## config.mk

```make
export PLATFORM = sky130hd
export DESIGN_NAME = rf_wb_arbiter
export DESIGN_NICKNAME = d
export VERILOG_FILES = /design/src/rtl/rf_wb_pkg.sv /design/src/rtl/rf_wb_arbiter.sv
export SDC_FILE = /design/constraint.sdc
export NUM_CORES = 1
export LEC_CHECK = 0
export ABC_CLOCK_PERIOD_IN_PS = 3230
export CAP_MARGIN = 40
export CORE_MARGIN = 4
export CORE_UTILIZATION = 35
export DETAILED_ROUTE_END_ITERATION = 8
export PLACE_DENSITY_LB_ADDON = 0.12
export SYNTH_ARGS = -nofsm -noshare
export SYNTH_HDL_FRONTEND = slang
export SYNTH_SLANG_ARGS = --single-unit
```

## constraint.sdc

```tcl
create_clock -name clk -period 3.23 [get_ports clk]
set_input_delay 0.8075 -clock clk [delete_from_list [all_inputs] [get_ports clk]]
set_output_delay 0.8075 -clock clk [all_outputs]
set_load 0.01 [all_outputs]
```

## src/rtl/rf_wb_pkg.sv

```systemverilog
// Shared types and constants for the register-file writeback arbiter.
package rf_wb_pkg;

  // Default number of blocked cycles a held long-latency result may wait.
  localparam int WB_STARVE_LIMIT = 8;

  // Default register address and data widths.
  localparam int WB_ADDR_W = 5;
  localparam int WB_DATA_W = 32;

  // Holding-buffer state.
  typedef enum logic [1:0] {
    WB_IDLE  = 2'd0,
    WB_HOLD  = 2'd1,
    WB_FORCE = 2'd2
  } wb_state_t;

  // One writeback request at the default widths.
  typedef struct packed {
    logic                 valid;
    logic [WB_ADDR_W-1:0] addr;
    logic [WB_DATA_W-1:0] data;
  } wb_req_t;

endpackage

```

## src/rtl/rf_wb_arbiter.sv

```systemverilog
// Merges pipe A, pipe B and a buffered long-latency result onto the two
// register-file write ports. Handles r0 suppression, stale-result kill and
// a starvation guard that steals port a for one cycle.
module rf_wb_arbiter
  import rf_wb_pkg::*;
#(
  parameter int ADDR_WIDTH   = WB_ADDR_W,
  parameter int DATA_WIDTH   = WB_DATA_W,
  parameter int STARVE_LIMIT = WB_STARVE_LIMIT
) (
  input  logic                  clk,
  input  logic                  rstn,
  input  logic                  pipe_a_valid,
  input  logic [ADDR_WIDTH-1:0] pipe_a_addr,
  input  logic [DATA_WIDTH-1:0] pipe_a_data,
  input  logic                  pipe_b_valid,
  input  logic [ADDR_WIDTH-1:0] pipe_b_addr,
  input  logic [DATA_WIDTH-1:0] pipe_b_data,
  input  logic                  ll_valid,
  output logic                  ll_ready,
  input  logic [ADDR_WIDTH-1:0] ll_addr,
  input  logic [DATA_WIDTH-1:0] ll_data,
  output logic                  we_a,
  output logic [ADDR_WIDTH-1:0] waddr_a,
  output logic [DATA_WIDTH-1:0] wdata_a,
  output logic                  we_b,
  output logic [ADDR_WIDTH-1:0] waddr_b,
  output logic [DATA_WIDTH-1:0] wdata_b,
  output logic                  stall_req,
  output logic                  proto_err
);

  localparam int CNT_W = $clog2(STARVE_LIMIT + 1);
  localparam logic [CNT_W-1:0] LIMIT_C = CNT_W'(STARVE_LIMIT);

  wb_state_t             state_reg, state_next;
  logic [ADDR_WIDTH-1:0] buf_addr_reg, buf_addr_next;
  logic [DATA_WIDTH-1:0] buf_data_reg, buf_data_next;
  logic [CNT_W-1:0]      cnt_reg, cnt_next;
  logic                  proto_err_reg, proto_err_next;

  logic [CNT_W-1:0] cnt_inc;
  logic             hit_a, hit_b, kill;
  logic             take_a, take_b, ll_rdy;

  assign cnt_inc = cnt_reg + CNT_W'(1);

  // A younger pipe write to the held register makes the held result stale.
  assign hit_a = pipe_a_valid && (pipe_a_addr != '0) && (pipe_a_addr == buf_addr_reg);
  assign hit_b = pipe_b_valid && (pipe_b_addr != '0) && (pipe_b_addr == buf_addr_reg);
  assign kill  = hit_a || hit_b;

  // The stall depends only on registered state, never on inputs.
  assign stall_req = (state_reg == WB_FORCE);
  assign proto_err = proto_err_reg;

  // Next-state logic: capture, retire/kill decisions and starvation counting.
  always_comb begin
    state_next     = state_reg;
    buf_addr_next  = buf_addr_reg;
    buf_data_next  = buf_data_reg;
    cnt_next       = cnt_reg;
    proto_err_next = proto_err_reg;
    take_a         = 1'b0;
    take_b         = 1'b0;
    ll_rdy         = 1'b0;
    case (state_reg)
      WB_IDLE: begin
        ll_rdy = 1'b1;
        if (ll_valid) begin
          buf_addr_next = ll_addr;
          buf_data_next = ll_data;
          cnt_next      = '0;
          // A result for r0 is accepted and silently discarded.
          state_next    = (ll_addr != '0) ? WB_HOLD : WB_IDLE;
        end
      end
      WB_HOLD: begin
        if (kill) begin
          state_next = WB_IDLE;
        end else if (!pipe_a_valid) begin
          take_a     = 1'b1;
          state_next = WB_IDLE;
        end else if (!pipe_b_valid) begin
          take_b     = 1'b1;
          state_next = WB_IDLE;
        end else begin
          cnt_next = cnt_inc;
          if (cnt_inc == LIMIT_C) begin
            state_next = WB_FORCE;
          end
        end
      end
      WB_FORCE: begin
        if (pipe_a_valid) begin
          proto_err_next = 1'b1;
        end
        // A stale result is dropped even here; otherwise port a is seized.
        if (!kill) begin
          take_a = 1'b1;
        end
        state_next = WB_IDLE;
      end
      default: begin
        state_next = WB_IDLE;
      end
    endcase
  end

  // Port muxing: pipes pass straight through unless the buffer takes a port.
  always_comb begin
    we_a     = pipe_a_valid && (pipe_a_addr != '0);
    waddr_a  = pipe_a_addr;
    wdata_a  = pipe_a_data;
    we_b     = pipe_b_valid && (pipe_b_addr != '0);
    waddr_b  = pipe_b_addr;
    wdata_b  = pipe_b_data;
    ll_ready = ll_rdy;
    if (take_a) begin
      we_a    = 1'b1;
      waddr_a = buf_addr_reg;
      wdata_a = buf_data_reg;
    end
    if (take_b) begin
      we_b    = 1'b1;
      waddr_b = buf_addr_reg;
      wdata_b = buf_data_reg;
    end
    if (!rstn) begin
      we_a     = 1'b0;
      waddr_a  = '0;
      wdata_a  = '0;
      we_b     = 1'b0;
      waddr_b  = '0;
      wdata_b  = '0;
      ll_ready = 1'b0;
    end
  end

  // State, holding buffer, starve counter and sticky protocol error.
  always_ff @(posedge clk) begin
    if (!rstn) begin
      state_reg     <= WB_IDLE;
      buf_addr_reg  <= '0;
      buf_data_reg  <= '0;
      cnt_reg       <= '0;
      proto_err_reg <= 1'b0;
    end else begin
      state_reg     <= state_next;
      buf_addr_reg  <= buf_addr_next;
      buf_data_reg  <= buf_data_next;
      cnt_reg       <= cnt_next;
      proto_err_reg <= proto_err_next;
    end
  end

endmodule

```

* Word-level counts from Yosys, hierarchy flattened *
Cells that the tools add are included.

word-level totals
  word-level logic and storage cells = 64
  output and inout port bits = 79
  bits in registers = 44

cells by class
  $add $sub $neg = 1
  multiplexer cells = 34
  equality and inequality tests = 10
  reductions and logical operators = 14

operator list
  kind                   number
  $mux W32               4
  $mux W5                4
  $mux W4                4
  $reduce_bool A5 Y1     3
  $mux W1                14
  $eq A5 B5 Y1           2
  $mux W2                5
  $ne A2 B2 Y1 const B   4
  $pmux W4 S2            1
  $reduce_and A2 Y1      3
  $ne A5 B5 Y1 const B   1
  $reduce_and A5 Y1      1
  $add A4 B1 Y4 const B  1
  $eq A4 B4 Y1 const B   1
  $logic_and A1 B1 Y1    4
  $pmux W2 S2            1
  $eq A2 B1 Y1 const B   1
  $eq A2 B2 Y1 const B   1
  $logic_not A2 Y1       1
  $pmux W1 S2            1
  $reduce_bool A2 Y1     1
  $logic_or A1 B1 Y1     1

* Depth between registers and ports, before layout *
Gate-level depths: netlist of run 1.

  depth in word-level cells = 8
  depth in mapped cells = 8
  gate-level depth less buffers = 7

* Worst setup path before layout of run 1 *
Ideal clock, no wire load.

  path type = input to output
  start point = in pipe_a_addr[3]
  end point = out wdata_b[6]
  required time = 2,423 ps
  cell stages on the path = 7
  slack = -21 ps
  arrival time = 2,444 ps
  path through = or4_4 > o21ai_4 > nor4_4 > nor3_4 > buf_4 > nand2_1 > a21boi_0

on the way
  cells in the longest elaborated chain, start to end = 8

RTL lines
  item                   RTL line              RTL
  start, declared        rf_wb_arbiter.sv:14   input logic [ADDR_WIDTH-1:0] pipe_a_addr,
  $reduce_bool A5 Y1     rf_wb_arbiter.sv:49   assign hit_a = pipe_a_valid && (pipe_a_addr != '0) && (pipe_a_addr == buf_addr_reg);
  $logic_and A1 B1 Y1    rf_wb_arbiter.sv:49
  $logic_and A1 B1 Y1 *  rf_wb_arbiter.sv:49
  $logic_or A1 B1 Y1 *   rf_wb_arbiter.sv:51   assign kill = hit_a || hit_b;
  $mux W1 *              rf_wb_arbiter.sv:79   if (kill) begin
  $mux W1 *              rf_wb_arbiter.sv:67   case (state_reg)
  $mux W32 *             rf_wb_arbiter.sv:124  if (take_b) begin
  $mux W32 *             rf_wb_arbiter.sv:129  if (!rstn) begin
  end, declared          rf_wb_arbiter.sv:28   output logic [DATA_WIDTH-1:0] wdata_b,

Mark *: on every way between the ends. The rest lies on a longest branch, timed or not.

* Final worst setup path of run 1 *
  start point = in pipe_a_addr[2]
  end point = out wdata_b[6]

Same word-level chain as after synthesis.

==> results of run 1 <==
## per-stage QoR
step                      util, %  cell area, µm²  std cells  setup WS, ns  power, mW
after CTS                    61.8            5710        837        -0.406       1.53
after floorplan                 -            3340        494      -0.00343      0.838
after detailed placement     59.7            5520        808         -1.13       1.17
final                        66.9            6180        846        -0.358       1.57
after global routing         66.9            6180        846        -0.427       1.65
after global placement       59.7            5520        808         -1.02       1.16
## area by class of cell
| cell class | instances | share of cell area (%) |
|---|---|---|
| clock inverters | 2 | 0.162 |
| repair buffers | 256 | 38.8 |
| clock buffers | 6 | 1.34 |
| flip-flops and latches | 44 | 14.3 |
| multi-input cells | 404 | 42.5 |
| well taps | 129 | 2.61 |
| inverters | 5 | 0.304 |
## worst max path at each step
stage / from / end / slack [ns] / cells past startpoint
after CTS: pipe_a_addr[0] / wdata_a[21] / -0.41 / 10
after global placement: pipe_b_addr[0] / wdata_a[1] / -1.02 / 9
after global routing: pipe_a_addr[2] / wdata_a[25] / -0.43 / 11
after detailed placement: pipe_b_addr[1] / wdata_a[0] / -1.13 / 9
after floorplan: pipe_a_addr[3] / we_b / -0.003 / 7
final: pipe_a_addr[2] / wdata_b[6] / -0.36 / 10
## cell families after synthesis
group / Yosys count / synth area share, %
muxes: 1 / 0.303
DFF: 44 / 26.6
xor gates and xnor gates: 11 / 2.91
buffers and inverters: 46 / 7.42
and+or+nand+nor: 257 / 33.9
adders and majority gates: 4 / 1.51
AOI/OAI and AO/OA: 131 / 27.3
## layer usage
metal / track usage (%) / share of wire [%] / wire length (µm) / up-vias
met5: 0 / 0 / 0 / -
met4: 6.47 / 1.7 / 237 / 0
met3: 5.93 / 6.9 / 977 / 19
met2: 40.3 / 50 / 7140 / 157
met1: 26.6 / 41 / 5800 / 1986
li1: - / - / - / 2108
## cells in the final DEF (no fill, tap or decap), drive strengths merged, types with 4 or more instances in the layout
cell	n
clkdlybuf4s50	106
xnor2	7
dfxtp	44
inv	5
o21ai	41
nand2	193
nor4	4
a21boi	77
xor2	4
dlygate4sd2	4
ha	4
clkbuf	18
nand3	41
buf	133
## worst reg2reg max path: cells and delay by family, from the launching register on
| kind | cells | cell delay, ns |
|---|---|---|
| xor gates and xnor gates | 1 | 0.35 |
| and+or+nand+nor | 2 | 0.46 |
| AOI/OAI and AO/OA | 2 | 0.40 |
| DFF | 1 | 0.51 |
| buffers and inverters | 2 | 0.36 |
## what timing repair did
action | in CTS | in global routing
setup buffers | 15 | 2
endpoints found under the setup margin | 76 | 76
gates cloned | 6 | 8
resized for setup | 367 | 121
pin swaps | 12 | 44
## power breakdown
group | switching (mW) | internal (mW) | leakage [nW]
Clock | 0.196 | 0.171 | 0.0510
Sequential | 0.0328 | 0.574 | 0.361
Combinational | 0.277 | 0.322 | 2.17
==> impl_metrics.toml, run 1 <==
[yosys]
synth_most_common_cell = "sky130_fd_sc_hd__nand2_1"
synth.cell_area_um2 = 3310
seq_area_frac_synth_pct = 26.6
synth.ff_latch_count = 44
synth_top_flop_cell = "sky130_fd_sc_hd__dfxtp_1"
netlist_instances = 494
synth_cell_type_count = 41
syn-mean-instance-area_um2 = 6.69
synth.top_cells.by_count = "sky130_fd_sc_hd__nand2_1 (193), sky130_fd_sc_hd__a21boi_0 (50), sky130_fd_sc_hd__dfxtp_1 (44)"
async_flop_share_pct = 0
synth-edff-count = 0
yosys.area.top_type_share_pct = 26.6
synth_fp_nets = 614
synth.area.top_cells = "sky130_fd_sc_hd__dfxtp_1 (27%), sky130_fd_sc_hd__nand2_1 (22%), sky130_fd_sc_hd__a21boi_0 (11%)"
yosysWarnings = 0
yosys.area.top_type = "sky130_fd_sc_hd__dfxtp_1"

[min_path]
hold-path-cell-count = 2
hold_end = "buf_data_reg[10]"
worstHoldPathType = "flip-flop to flip-flop"
hold_path.startpoint = "buf_data_reg[10]"

[sta]
post-route-worst-setup-slack_ns = -0.358
timing.max_slew.rel_slack_pct = 69.2
setup-tns-final_ns = -23.00
fin_worst_skew_ns = 0.00271
min_period_over_period_pct = 111
final.hold.worst_slack_ns = 0.487
setup-violations-final = 76
unrepaired_setup_endpoints_after_global_routing = "yes"
finalCriticalPeriod_ns = 3.59
tightest_slew_ns = 0.462
max_freq_mhz = 279
hold_violations = 0
final-max-slew-violation-count = 0

[run_status]
run_status = "finished with violations"
failed_checks = "negative setup slack"

[worst_setup_path]
element_type_at_the_critical_path_end = "output pin"
crit_path_frequent_cell = "sky130_fd_sc_hd__buf_6"
r2r_setup_slack_ns = 1.07
cpMaxStageDelayCell = "sky130_fd_sc_hd__or4_4"
worst-setup-path-type = "input pin to output pin"
rr_startpoint = "buf_addr_reg[2]"
crit-reg2reg-capture = "cnt_reg[2]"
cp_data_required_time_ns = 2.42
worst_setup_sp_type = "input pin"
worstPathCellList = "buf_6, or4_4, o21ai_4, buf_6, nor4_4, or3_4, clkbuf_16, nand2_4, a21boi_2, buf_2"
reg2regPathDepth = 7
critical_path.top_delay_family = "simple AND/OR/NAND/NOR gates"
worstPathArrival_ns = 2.78
worst-path-buf-inv = 4
worstPathMaxFanout = 6
worst_path_largest_cell_delay_ns = 0.53

[detailed_routing]
drt_wl_total_mm = 14.2
drc = 0
wire_per_inst_um = 16.7
route.antenna.remaining_nets = 0
drt-vias-per-instance = 5.05
num_vias = 4270
detailedRoute.firstIterationViolations = 162
drt_pre_antenna_iters = 4

[flow_run]
drv_cap = 0

[final_layout]
largest_register_ffs = 32
sequential_cell_area_um2 = 881
syn_to_final_growth_pct = 86.9
ratio_of_cells_with_drive_above_1_in_the_final_layout_pct = 34.3
multiInputGateArea_um2 = 2630
fillers = 796
num_antenna_cells = 0
finish.net_count = 836

[die]
ioPinCount = 195
starting_density_of_the_core_pct = 35.8
die-width_um = 105
die-height_um = 105
total_die_area_um2 = 11100
core_um2 = 9240
num_rows = 35

[clock_tree]
cts_tree = "done"
cts.clk_slew.worst_paths_ns = 0.08
cts_num_sinks = 44
ctsRootBufferMaster = "sky130_fd_sc_hd__clkbuf_8"
htreeDepth = 2
cts-hold-fix-buffers = 0
cts_made_buffers = 5
worst_case_clock_buffer_depth = 2
worst_skew_pair.late_latency_ns = 0.29

[grt]
grt_pass1_wl_mm = 20.7
number_of_global_route_vias_before_repair = 4213
groute.usage.overall_pct = 22.7
grt_antenna_before_repair = 0
pin_count_of_the_biggest_net_entering_global_routing = 54
globalRouteOverflowTotal = 0

[power_and_ir_drop]
power_leakage_nw = 2.58
power.ir.vdd_worst_v = 0.000187
cellPowerDensity_nw_per_um2 = 255

[place]
io_buffer_count = 194
gp_routability_congestion = 0.790
dp.final_hpwl_mm = 9.08
Power figures use the tool's default switching activity.
==> run 2: changes to the inputs <==
- REMOVE_ABC_BUFFERS: not set -> 1
==> impl_metrics.toml, run 2 (same netlist as run 1, synthesis figures left out) <==
[run_status]
run_status = "finished with violations"
failed_checks = "negative setup slack"

[clock_tree]
ctsRootBufferMaster = "sky130_fd_sc_hd__clkbuf_8"
worst_case_clock_buffer_depth = 2
cts-hold-fix-buffers = 0
cts_made_buffers = 5
htreeDepth = 2
cts_num_sinks = 44
worst_skew_pair.late_latency_ns = 0.29
cts_tree = "done"
cts.clk_slew.worst_paths_ns = 0.08

[worst_setup_path]
worst-setup-path-type = "input pin to output pin"
worst_setup_sp_type = "input pin"
reg2regPathDepth = 8
r2r_setup_slack_ns = 0.91
cp_data_required_time_ns = 2.42
element_type_at_the_critical_path_end = "output pin"
rr_startpoint = "buf_addr_reg[2]"
worstPathArrival_ns = 2.93
crit-reg2reg-capture = "cnt_reg[2]"
worstPathMaxFanout = 6

[die]
die-width_um = 105
die-height_um = 105
core_um2 = 9240
starting_density_of_the_core_pct = 35.8
ioPinCount = 195
num_rows = 35
total_die_area_um2 = 11100

[min_path]
hold_path.startpoint = "buf_data_reg[23]"
worstHoldPathType = "flip-flop to flip-flop"
hold-path-cell-count = 2
hold_end = "buf_data_reg[23]"

[detailed_routing]
drt_wl_total_mm = 15.0
wire_per_inst_um = 17.5
drt_pre_antenna_iters = 5
drc = 0
drt-vias-per-instance = 5.08
route.antenna.remaining_nets = 0
detailedRoute.firstIterationViolations = 173
num_vias = 4372

[place]
placed_cell_area_um2 = 5530
place_worst_setup_slack_ns = -1.12
gp_routability_congestion = 0.806
io_buffer_count = 194
dp.final_hpwl_mm = 8.99

[sta]
tightest_slew_ns = 0.460
final.hold.worst_slack_ns = 0.496
min_period_over_period_pct = 116
finalCriticalPeriod_ns = 3.73
setup-violations-final = 76
setup-tns-final_ns = -32.13
final-max-slew-violation-count = 0
max_freq_mhz = 268
hold_violations = 0
post-route-worst-setup-slack_ns = -0.503
fin_worst_skew_ns = 0.00707
timing.max_slew.rel_slack_pct = 69.3
unrepaired_setup_endpoints_after_global_routing = "yes"

[power_and_ir_drop]
power.ir.vdd_worst_v = 0.000147
pwr-share-comb_pct = 40.9
cellPowerDensity_nw_per_um2 = 240
sequentialPowerShare_pct = 38.1
switching_share_pct = 32.9
power.clock.fraction_pct = 21.0
power_leakage_nw = 2.72
switchingPower_mw = 0.525
p_int_mw = 1.07

[grt]
number_of_global_route_vias_before_repair = 4292
globalRouteOverflowTotal = 0
pin_count_of_the_biggest_net_entering_global_routing = 67
groute.usage.overall_pct = 24.0
grt_antenna_before_repair = 0
grt_pass1_wl_mm = 21.5

[final_layout]
layout_commonest_cell = "sky130_fd_sc_hd__nand2_1"
num_antenna_cells = 0
fillers = 734
finish.net_count = 851
ratio_of_cells_with_drive_above_1_in_the_final_layout_pct = 42.0
syn_to_final_growth_pct = 101
most_frequent_cells_in_the_layout = "sky130_fd_sc_hd__nand2_1 (156), sky130_fd_sc_hd__clkdlybuf4s50_1 (106), sky130_fd_sc_hd__buf_2 (78)"
multiInputGateArea_um2 = 2900
fin_area_um2 = 6650
largest_register_ffs = 32
sequential_cell_area_um2 = 881

[flow_run]
drv_cap = 0
## run 2: cell types whose count changed in the layout (fill, tap and decap cells not counted), moves of 3 or more
cell / previous run / this run
sky130_fd_sc_hd__nand3_1: 23 / 6
sky130_fd_sc_hd__nand2_1: 172 / 156
sky130_fd_sc_hd__nand3_2: 14 / 29
sky130_fd_sc_hd__nand2_4: 11 / 25
sky130_fd_sc_hd__o21ai_1: 18 / 9
sky130_fd_sc_hd__buf_4: 26 / 34
sky130_fd_sc_hd__o21ai_2: 19 / 27
sky130_fd_sc_hd__a21boi_1: 21 / 15
sky130_fd_sc_hd__a21boi_2: 18 / 24
sky130_fd_sc_hd__clkbuf_2: 6 / 0
sky130_fd_sc_hd__buf_2: 73 / 78
sky130_fd_sc_hd__buf_6: 16 / 20
sky130_fd_sc_hd__buf_12: 10 / 13
sky130_fd_sc_hd__buf_16: 4 / 7
## run 2: area by class of cell
cell class | instances | share of cell area, %
Clock buffer | 6 | 1.09
Clock inverter | 1 | 0.0752
Inverter | 5 | 0.282
Multi-Input combinational cell | 404 | 43.6
Sequential cell | 44 | 13.2
Tap cell | 129 | 2.43
Timing Repair Buffer | 271 | 39.2
## run 2: power by group through the flow
stage	sequential, mW	clock, mW	combinational, mW
global placement	0.613	0	0.551
global route	0.613	0.366	0.699
finish	0.609	0.335	0.653
floorplan	0.607	0	0.191
CTS	0.605	0.342	0.570
detailed placement	0.614	0	0.559
## run 2: what timing repair did
action / CTS / global route
resized for setup: 431 / 165
setup endpoints to repair: 76 / 76
cloned: 11 / 7
pin swaps: 18 / 99
buffers inserted: 22 / 5
## run 2: per-stage QoR
step	utilization (%)	power, mW	std cells
final	72.0	1.60	860
after global routing	72.0	1.68	860
after CTS	65.1	1.52	851
after detailed placement	59.8	1.17	811
after global placement	59.8	1.16	811
after floorplan	-	0.798	453
## run 2: layer usage
layer	wire (µm)	track usage [%]
met1	6290	29.6
met5	0	0
met4	267	7.03
met3	1080	6.55
met2	7390	40.5
## run 2: critical path, stage by stage
cell,delay [ns]
sky130_fd_sc_hd__buf_6,0.09
sky130_fd_sc_hd__or4_4,0.54
sky130_fd_sc_hd__o21ai_4,0.18
sky130_fd_sc_hd__buf_6,0.12
sky130_fd_sc_hd__o41ai_4,0.06
sky130_fd_sc_hd__a211oi_4,0.28
sky130_fd_sc_hd__buf_6,0.17
sky130_fd_sc_hd__buf_12,0.14
sky130_fd_sc_hd__buf_12,0.14
sky130_fd_sc_hd__buf_6,0.09
sky130_fd_sc_hd__nand3_2,0.06
sky130_fd_sc_hd__o21ai_1,0.09
sky130_fd_sc_hd__buf_2,0.15
## run 2: worst max-delay path by stage
stage                   start     endpoint  slack (ns)  cells after the start
4_1_cts        pipe_a_addr[0]   waddr_b[4]       -0.52                     11
2_1_floorplan  pipe_b_addr[0]   waddr_a[0]       -1.82                      5
6_report       pipe_a_addr[2]  wdata_a[29]       -0.50                     13
3_5_place_dp   pipe_a_addr[3]  wdata_a[17]       -1.12                      9
5_1_grt        pipe_a_addr[2]  wdata_a[14]       -0.56                     13
3_3_place_gp   pipe_a_addr[2]  wdata_a[14]       -1.01                      9
==> run 3: changes to the inputs <==
- GPL_TIMING_DRIVEN: not set -> 0
==> impl_metrics.toml, run 3 (same netlist as run 1, synthesis figures left out) <==
[run_status]
run_status = "finished with violations"
failed_checks = "negative setup slack"

[grt]
groute.usage.overall_pct = 23.9
grt_pass1_wl_mm = 21.6
global_route.usage.met1_pct = 29.8
globalRouteOverflowTotal = 0
gr-usage-met2_pct = 39.8
grt_antenna_before_repair = 0
number_of_global_route_vias_before_repair = 4241
globalRouteMet3Util_pct = 6.98
grt-busiest-layer = "met2"
pin_count_of_the_biggest_net_entering_global_routing = 85

[worst_setup_path]
worst_setup_sp_type = "input pin"
worst_path_largest_cell_delay_ns = 0.55
cpMaxStageDelayCell = "sky130_fd_sc_hd__or4_4"
rr_startpoint = "buf_addr_reg[2]"
worstPathCellList = "buf_8, or4_4, o21ai_4, o41ai_4, a211oi_4, buf_6, buf_8, buf_6, buf_16, o21ai_1, buf_2"
worstPathMaxFanout = 6
element_type_at_the_critical_path_end = "output pin"
reg2regPathDepth = 6
worst-setup-path-type = "input pin to output pin"
cp-startpoint = "pipe_a_addr[3]"
worstPathArrival_ns = 2.85
cp_data_required_time_ns = 2.42
r2r_setup_slack_ns = 1.16

[clock_tree]
worst_skew_pair.late_latency_ns = 0.29
cts_made_buffers = 5
cts.clk_slew.worst_paths_ns = 0.09
ctsRootBufferMaster = "sky130_fd_sc_hd__clkbuf_8"
worst_case_clock_buffer_depth = 2
cts-hold-fix-buffers = 0
htreeDepth = 2
cts_tree = "done"
cts_num_sinks = 44

[detailed_routing]
drt_pre_antenna_iters = 4
drc = 0
drt-vias-per-instance = 5.13
detailedRoute.firstIterationViolations = 197
wire_per_inst_um = 16.7
drt_wl_total_mm = 14.0
num_vias = 4308
route.antenna.remaining_nets = 0

[sta]
max_freq_mhz = 274
timing.max_slew.rel_slack_pct = 46.8
fin_worst_skew_ns = 0.00825
final-max-slew-violation-count = 0
min_period_over_period_pct = 113
hold_violations = 0
post-route-worst-setup-slack_ns = -0.423
unrepaired_setup_endpoints_after_global_routing = "yes"
setup-violations-final = 76
finalCriticalPeriod_ns = 3.65
tightest_slew_ns = 0.796

[min_path]
hold-path-cell-count = 2
worstHoldPathType = "flip-flop to flip-flop"
hold_path.startpoint = "buf_data_reg[9]"

[place]
gp_routability_congestion = 0.792
place_worst_setup_slack_ns = -1.51
io_buffer_count = 194
dp.final_hpwl_mm = 8.29

[final_layout]
ratio_of_cells_with_drive_above_1_in_the_final_layout_pct = 38.9
syn_to_final_growth_pct = 89.0
num_antenna_cells = 0
largest_register_ffs = 32
finish.net_count = 829
layout_commonest_cell = "sky130_fd_sc_hd__nand2_1"
finish.utilization_pct = 67.6
most_frequent_cells_in_the_layout = "sky130_fd_sc_hd__nand2_1 (152), sky130_fd_sc_hd__clkdlybuf4s50_1 (105), sky130_fd_sc_hd__buf_2 (79)"

[power_and_ir_drop]
power.ir.vdd_worst_v = 0.000173
power_leakage_nw = 2.61
cellPowerDensity_nw_per_um2 = 260

[die]
ioPinCount = 195
starting_density_of_the_core_pct = 35.8
die-width_um = 105
die-height_um = 105
core_um2 = 9240
total_die_area_um2 = 11100
num_rows = 35

[flow_run]
drv_cap = 0
[run 3: cell count changes in the layout (fill, tap and decap cells not counted), moves of 3 or more]
cell                        delta
sky130_fd_sc_hd__buf_4        -24
sky130_fd_sc_hd__nand2_2      +13
sky130_fd_sc_hd__o21ai_1      +12
sky130_fd_sc_hd__o21ai_2      -11
sky130_fd_sc_hd__nand2_4       -9
sky130_fd_sc_hd__buf_8         +6
sky130_fd_sc_hd__nand3_1       +6
sky130_fd_sc_hd__nand3_4       -6
sky130_fd_sc_hd__buf_12        -5
sky130_fd_sc_hd__buf_6         +4
sky130_fd_sc_hd__clkbuf_16     -4
sky130_fd_sc_hd__nand2_1       -4
sky130_fd_sc_hd__a21boi_1      -3
[run 3: critical path, delay by kind of cell]
| kind | cells | cell delay [ns] |
|---|---|---|
| buffers and inverters | 6 | 0.80 |
| AND/OR/NAND/NOR | 1 | 0.55 |
| AO/OA/AOI/OAI | 4 | 0.68 |
[run 3: report_power, final]
group | internal, mW | switching [mW]
logic | 0.316 | 0.277
registers | 0.574 | 0.0373
clock network | 0.230 | 0.190
total | 1.12 | 0.505
[run 3: metal layers]
layer / vias to the layer above / routed length [µm]
li1: 2090 / -
met3: 22 / 1180
met4: 0 / 268
met1: 2010 / 5650
met2: 186 / 6910
met5: - / 0
[run 3: area by class of cell]
class                           instances  area, µm²
Clock inverter                          2       35.0
Inverter                                5       18.8
Sequential cell                        44        881
Timing Repair Buffer                  247       2320
Clock buffer                            6       72.6
Multi-Input combinational cell        406       2760
Tap cell                              129        161
Fill cell                             794       2990
[run 3: stage by stage]
step                      instances  setup TNS, ns  power (mW)  hold WS (ns)  instance area (µm²)
final                           839         -27.04        1.62         0.487                 6250
after global routing            839         -31.22        1.71         0.521                 6250
after CTS                       834         -24.29        1.59         0.486                 5880
after global placement          776        -339.83        1.13         0.472                 5180
after floorplan                 453         -78.57       0.798         0.457                 3080
after detailed placement        782        -103.26        1.14         0.474                 5310
[run 3: worst paths after layout]
| check | to |
|---|---|
| setup reg to reg | cnt_reg[2] |
| hold / removal | buf_data_reg[9] |
| setup / recovery | wdata_a[14] |
| hold reg to reg | buf_data_reg[9] |
[run 3: repair_timing]
item / in CTS / in global routing
setup buffers: 35 / 7
pin swaps: 68 / 37
endpoints found under the setup margin: 76 / 76
resized for setup: 498 / 93
gates cloned: 9 / 2
